<file path="config.mk">
export PLATFORM = sky130hd
export DESIGN_NAME = regsel_pipe
export DESIGN_NICKNAME = d
export VERILOG_FILES = /design/src/rtl/regsel_pipe.sv
export SDC_FILE = /design/constraint.sdc
export NUM_CORES = 1
export LEC_CHECK = 0
export CAP_MARGIN = 5
export CORE_ASPECT_RATIO = 1.75
export CORE_MARGIN = 10
export CORE_UTILIZATION = 48
export DETAILED_ROUTE_END_ITERATION = 7
export PLACE_DENSITY = 0.79
export SYNTH_ARGS = -nofsm -noshare
export SYNTH_HDL_FRONTEND = slang
export SYNTH_SLANG_ARGS = --single-unit
</file>
<file path="constraint.sdc">
create_clock -name clk -period 3.8 [get_ports clk]
set_input_delay 1.14 -clock clk [delete_from_list [all_inputs] [get_ports clk]]
set_output_delay 1.14 -clock clk [all_outputs]
set_load 0.02 [all_outputs]
</file>
<file path="src/rtl/regsel_pipe.sv">
// rtl/regsel_pipe.sv - register-file select sequencer with write-back delay pipe and RAW hazard detect
//
// Decodes source and destination register numbers into one-hot select buses
// for a 32x32 register file. Destination selects travel through a DEPTH-stage
// pipe so Dselect lines up with write data produced later in the pipeline.
//
// Ports:
//   clk      - clock, all state on rising edge
//   rst_n    - synchronous active-low reset
//   valid    - decode-stage instruction present
//   rs, rt   - A/B source register numbers
//   rd       - destination register number
//   wr_en    - instruction writes rd
//   stall    - hold decode, inject a bubble into the write pipe
//   flush    - kill every in-flight write
//   Aselect  - registered one-hot A read select
//   Bselect  - registered one-hot B read select
//   Dselect  - registered one-hot write select (last pipe stage)
//   hazard   - combinational read-after-write hazard flag
module regsel_pipe #(
    parameter int DEPTH = 3
) (
    input  logic        clk,
    input  logic        rst_n,
    input  logic        valid,
    input  logic [4:0]  rs,
    input  logic [4:0]  rt,
    input  logic [4:0]  rd,
    input  logic        wr_en,
    input  logic        stall,
    input  logic        flush,
    output logic [31:0] Aselect,
    output logic [31:0] Bselect,
    output logic [31:0] Dselect,
    output logic        hazard
);

    // Stages 1..DEPTH-1 hold {write bit, rd}. Stage DEPTH is Dselect itself,
    // stored already decoded; a bubble there is bit 0, which the register
    // file ignores because register 0 has no storage.
    logic [DEPTH-1:1]      st_wr;
    logic [DEPTH-1:1][4:0] st_rd;

    logic accept;
    assign accept = valid & ~stall & ~flush;

    always_ff @(posedge clk) begin
        if (!rst_n) begin
            Aselect <= 32'h1;
            Bselect <= 32'h1;
            Dselect <= 32'h1;
            st_wr   <= '0;
            st_rd   <= '0;
        end else if (flush) begin
            // Whatever Dselect shows this cycle is still captured by the
            // register file on this edge; only younger entries are killed.
            Dselect <= 32'h1;
            st_wr   <= '0;
            st_rd   <= '0;
        end else begin
            if (accept) begin
                Aselect  <= 32'h1 << rs;
                Bselect  <= 32'h1 << rt;
                st_wr[1] <= wr_en & (rd != 5'd0);
                st_rd[1] <= rd;
            end else begin
                st_wr[1] <= 1'b0;
                st_rd[1] <= 5'd0;
            end
            for (int i = 2; i < DEPTH; i++) begin
                st_wr[i] <= st_wr[i-1];
                st_rd[i] <= st_rd[i-1];
            end
            Dselect <= st_wr[DEPTH-1] ? (32'h1 << st_rd[DEPTH-1]) : 32'h1;
        end
    end

    logic match_s;
    logic match_t;

    always_comb begin
        match_s = Dselect[rs];
        match_t = Dselect[rt];
        for (int i = 1; i < DEPTH; i++) begin
            if (st_wr[i] && (st_rd[i] == rs)) match_s = 1'b1;
            if (st_wr[i] && (st_rd[i] == rt)) match_t = 1'b1;
        end
        // Register 0 is excluded here; this also masks the bubble bit in Dselect.
        hazard = valid & (((rs != 5'd0) & match_s) | ((rt != 5'd0) & match_t));
    end

endmodule

</file>
==> impl_metrics.yaml, run 1 <==
timing:
  worst_pin_slew_ns: 0.823
  drv_slew: 0
  post-route-min-period_ns: 3.73
  fin_ws_ns: 0.0706
  timing.fmax_mhz: 268
  rsz0062_at_grt: "false"
  max_slew_margin_pct: 45.0
  setup_violations: 0
  period_share_pct: 98.1
  skew_ns: 0.00568
  hold_viol: 0
final_layout:
  layout_commonest_cell: "dfxtp_1"
  multiInputGateArea_um2: 2190
  final_cell_mix: "dfxtp_1 (108), clkdlybuf4s50_1 (107), nor2b_1 (73)"
  area_growth_pct: 40.4
  seqCellArea_um2: 2160
  fin_cells: 706
  drive_above_1_share_pct: 16.6
  fill_cells: 754
  design_area_um2: 6310
  nets: 602
  antenna_cells: 0
placed_design:
  dp_hpwl_um: 10600
  preCtsSetupSlack_ns: -0.809
  dp_cells: 690
  globalplace.congestion: 0.922
  dpl_cell_area_um2: 5980
  port_buffers: 117
worst_setup_path:
  crit_chain: "dlygate4sd2_1 -> buf_12 -> mux4_2 -> a22oi_2 -> nand4_1 -> a21oi_2 -> o22ai_2 -> buf_6"
  crit_slowest_cell: "mux4_2"
  worstPathRequired_ns: 2.66
  critPathKind: "in -> out"
  arrival_ns: 2.59
  max_stage_delay_ns: 0.31
  critical_path.endpoint_type: "output pin"
  start_kind: "input pin"
  crit_fanout: 14
synth:
  synth.distinct_cells: 28
  avgSynthCellArea_um2: 10.0
  synth_area_um2: 4490
  synth.ff_latch_count: 108
  syn_inst: 448
  ys_warn_count: 0
  yosysSeqAreaShare_pct: 48.1
  synthesis.nets: 469
cts:
  root_buffer: "clkbuf_16"
  cts.sinks: 108
  path_clk_slew_ns: 0.07
  cts_tree: "yes"
  cts.path.max_buffers: 2
  ctsHtreeMaxLevel: 3
  cts_made_buffers: 9
  clk_latency_ns: 0.34
drt:
  antenna_left: 0
  wl_um: 13600
  wl_per_cell_um: 19.2
  vias_per_cell: 5.39
  dr.pass1.iters: 4
  vias: 3803
  drc: 0
  first_iter_violations: 195
power_and_ir_drop:
  power_per_cell_area_nw_per_um2: 350
  ir_drop_uv: 278
  leakage_nw: 2.18
grt:
  grt_start_max_net_pins: 71
  grt_remaining_overflow: 0
  grt_pass1_vias: 3987
  antenna_found_initial: 0
  track_usage_pct: 19.5
  grt_pass1_wl_um: 21400
floorplan:
  pin_count: 118
  die-width_um: 93.1
  start_util_pct: 49.4
  dieHeight_um: 148
  dieArea_um2: 13800
  fp-row-count: 46
  coreArea_um2: 9090
min_path:
  hp-class: "reg -> reg"
flow_run:
  cap_violations: 0
outcome:
  status: "finished, final reports clean"
worst max-delay path, delay by kind of cell:
family,cells,cell delay (ns)
buffers and inverters,3,0.56
multiplexers,1,0.31
AND/OR/NAND/NOR,1,0.13
AO/OA/AOI/OAI,3,0.45
sequential cells by signal, summed over array words and instances, names as in the netlist:
name     flops
Dselect     32
Bselect     32
Aselect     32
st_rd       10
st_wr        2
where the power goes:
part / internal, mW / switching, mW
sequential: 1.14 / 0.00453
clock: 0.467 / 0.417
combinational: 0.0921 / 0.0935
total: 1.69 / 0.515
final cells by class:
cell class	count	area share [%]
clock inverters	6	0.754
flip-flops and latches	108	34.3
well taps	120	2.38
multi-input cells	301	34.6
clock buffers	10	3.79
repair buffers	161	24.2
synthesized netlist by cell type:
library cell  instances  area [um2]
and3_1               11        68.8
o211ai_1              2        15.0
or2_2                 1        6.26
mux4_2               16         360
nor2_1               40         150
nor3_2                2        20.0
nor2b_1              73         457
a221oi_2              1        15.0
and2_1                9        56.3
a21oi_1               4        20.0
xnor2_1              20         175
nor3b_2               4        50.1
nand4_1               6        37.5
or4_1                 1        7.51
buf_2                 3        15.0
or3b_1                1        8.76
nor3b_1               1        7.51
a22oi_1              65         488
clkbuf_1             32         120
nand2_1              23        86.3
nand2b_1              2        12.5
nor3_1                3        15.0
o22ai_1               3        18.8
nor4_2                1        12.5
nand3_1              11        55.1
buf_6                 4        45.0
dfxtp_1             108        2160
nand3b_1              1        7.51
metal layers:
layer | vias up | GRT usage (%) | wire length [um]
met5 | - | 0 | 0
met4 | 0 | 9.38 | 420
met3 | 26 | 4.51 | 664
met2 | 119 | 36.5 | 7630
met1 | 1825 | 19.4 | 4840
li1 | 1833 | - | -
final timing paths:
kind	start	to	slack [ns]	cells after the start
setup / recovery	rt[1]	hazard	0.07	8
setup reg to reg	st_rd[6]	Dselect[0]	2.41	3
hold reg to reg	st_wr[2]	Dselect[0]	0.47	1
hold / removal	st_wr[2]	Dselect[0]	0.47	1
repair_timing:
item                       4_1_cts  5_1_grt
pin swaps                       10        7
resized for setup               26       10
setup endpoints to repair        1        1
hold buffers                     0        0
setup buffers                    1        0
through the flow:
stage / util [%] / setup TNS (ns) / total power, mW / hold WS, ns
4_1_cts: 69.1 / 0 / 2.22 / 0.462
5_1_grt: 69.4 / 0 / 2.28 / 0.486
6_report: 69.4 / 0 / 2.21 / 0.468
3_5_place_dp: 65.7 / -0.809 / 1.35 / 0.449
2_1_floorplan: - / 0 / 1.27 / 0.402
3_3_place_gp: 65.7 / -0.794 / 1.35 / 0.450
kinds of logic (layout without fill, tap and decap cells):
logic type	Yosys count	count (layout)	share of synthesized area, %
muxes	16	16	8.02
buffers and inverters	39	177	4.01
xor gates and xnor gates	20	20	3.90
AOI/OAI and AO/OA	75	75	12.4
and+or+nand+nor	190	190	23.6
DFF	108	108	48.1
No activity file was read; power rests on OpenSTA's default activity.
==> run 2, diff against run 1 <==
--- a/config.mk
+++ b/config.mk
@@ -5,7 +5,6 @@
 export SDC_FILE = /design/constraint.sdc
 export NUM_CORES = 1
 export LEC_CHECK = 0
-export CAP_MARGIN = 5
 export CORE_ASPECT_RATIO = 1.75
 export CORE_MARGIN = 10
 export CORE_UTILIZATION = 48
==> results of run 2 <==
The final DEF is identical to that of run 1; final timing and power are the same.
==> run 3, diff against run 2 <==
--- a/config.mk
+++ b/config.mk
@@ -10,6 +10,7 @@
 export CORE_UTILIZATION = 48
 export DETAILED_ROUTE_END_ITERATION = 7
 export PLACE_DENSITY = 0.79
+export REMOVE_ABC_BUFFERS = 1
 export SYNTH_ARGS = -nofsm -noshare
 export SYNTH_HDL_FRONTEND = slang
 export SYNTH_SLANG_ARGS = --single-unit
==> impl_metrics.yaml, run 3 (synthesis results as in run 1) <==
timing:
  drv_slew: 0
  period_share_pct: 98.3
  timing.fmax_mhz: 268
  max_slew_margin_pct: 47.1
  worst_pin_slew_ns: 0.794
  hold_viol: 0
  setup_tns_ns: 0
  skew_ns: 0.00763
  setup_violations: 0
  post-route-min-period_ns: 3.74
worst_setup_path:
  cpMostUsedCell: "buf_6"
  start_kind: "input pin"
  critical_path.endpoint_type: "output pin"
  arrival_ns: 2.60
  crit_fanout: 7
  cp_top_family: "buffers and inverters"
  critPathKind: "in -> out"
  crit_chain: "clkdlybuf4s50_1 -> buf_6 -> nor2b_2 -> a221oi_2 -> nand3_1 -> a21oi_2 -> o22ai_2 -> buf_6"
  worstPathRequired_ns: 2.66
  path_buf_inv: 3
  crit_slowest_cell: "clkdlybuf4s50_1"
  max_stage_delay_ns: 0.47
outcome:
  status: "finished, final reports clean"
cts:
  ctsHtreeMaxLevel: 3
  cts_made_buffers: 9
  root_buffer: "clkbuf_16"
  clk_latency_ns: 0.34
  cts_tree: "yes"
  cts.path.max_buffers: 2
  path_clk_slew_ns: 0.06
  cts.sinks: 108
final_layout:
  antenna_cells: 0
  nets: 596
  layout_commonest_cell: "dfxtp_1"
  final_cell_mix: "dfxtp_1 (108), clkdlybuf4s50_1 (106), nor2b_1 (69)"
  reg_top3: "Aselect x32, Bselect x32, Dselect x32"
  drive_above_1_share_pct: 16.6
  utilization_pct: 68.6
  area_growth_pct: 38.9
power_and_ir_drop:
  leakage_nw: 2.16
  switching_power_mw: 0.513
  comb_power_share_pct: 8.3
  swShare_pct: 23.5
  power.internal_mw: 1.67
  clkPwrFrac_pct: 39.6
  power_per_cell_area_nw_per_um2: 351
  ir_drop_uv: 268
  seq_power_share_pct: 52.2
drt:
  antenna_left: 0
  vias_per_cell: 5.51
  dr.pass1.iters: 4
  vias: 3854
  wl_um: 13700
  drc: 0
  wl_per_cell_um: 19.6
  first_iter_violations: 161
grt:
  track_usage_pct: 20.0
  antenna_found_initial: 0
  grt_remaining_overflow: 0
  grt_pass1_vias: 4094
  grt_pass1_wl_um: 21700
  grt_start_max_net_pins: 71
floorplan:
  die-width_um: 93.1
  dieHeight_um: 148
  start_util_pct: 49.4
  dieArea_um2: 13800
  coreArea_um2: 9090
  fp-row-count: 46
  pin_count: 118
flow_run:
  cap_violations: 0
placed_design:
  port_buffers: 117
  dp_hpwl_um: 10700
  globalplace.congestion: 0.887
min_path:
  hp-class: "reg -> reg"
==> run 3: final cells by class <==
type / count / area, um2
Fill cell: 737 / 2850
Multi-Input combinational cell: 301 / 2190
Sequential cell: 108 / 2160
Timing Repair Buffer: 155 / 1460
Clock buffer: 10 / 229
Tap cell: 120 / 150
Clock inverter: 6 / 47.5
==> run 3: power by group through the flow <==
stage,logic (mW),clock network (mW),registers [mW]
finish,0.181,0.866,1.14
global route,0.195,0.924,1.14
CTS,0.177,0.881,1.14
detailed placement,0.177,0,1.17
global placement,0.173,0,1.17
floorplan,0.0672,0,1.17
==> run 3: routing by layer <==
layer  global-route usage (%)  wire [um]
met1                     19.2       4680
met2                     36.9       7650
met3                     5.63        905
met4                     10.5        491
met5                        0          0
==> run 3: final timing paths <==
path                            depth (start not counted)  slack (ns)      from    endpoint
worst min-delay path                                    1        0.49  st_wr[2]  Dselect[0]
worst max-delay path                                    8        0.06     rs[2]      hazard
worst min register to register                          1        0.49  st_wr[2]  Dselect[0]
worst max register to register                          3        2.41  st_rd[6]  Dselect[0]
==> run 3: stage by stage <==
| step | hold WS (ns) | total power, mW | area, um2 | instances | setup slack [ns] |
|---|---|---|---|---|---|
| 6_report | 0.494 | 2.19 | 6240 | 700 | 0.0646 |
| 5_1_grt | 0.507 | 2.26 | 6240 | 700 | -0.0275 |
| 4_1_cts | 0.490 | 2.20 | 6210 | 700 | 0.00441 |
| 3_5_place_dp | 0.475 | 1.34 | 5910 | 684 | -0.901 |
| 3_3_place_gp | 0.460 | 1.34 | 5910 | 684 | -0.842 |
| 2_1_floorplan | 0.402 | 1.24 | 4310 | 409 | 0.383 |
==> run 3: timing repair <==
item	4_1_cts	5_1_grt
buffers inserted	0	1
hold buffers	0	0
endpoints found under the hold margin	0	0
setup endpoints to repair	1	1
pin swaps	4	7
resized for setup	27	17
==> run 3: worst register-to-register path: cells and delay by family (launching register included) <==
family,cells,cell delay (ns)
DFF,1,0.39
and+or+nand+nor,3,0.93
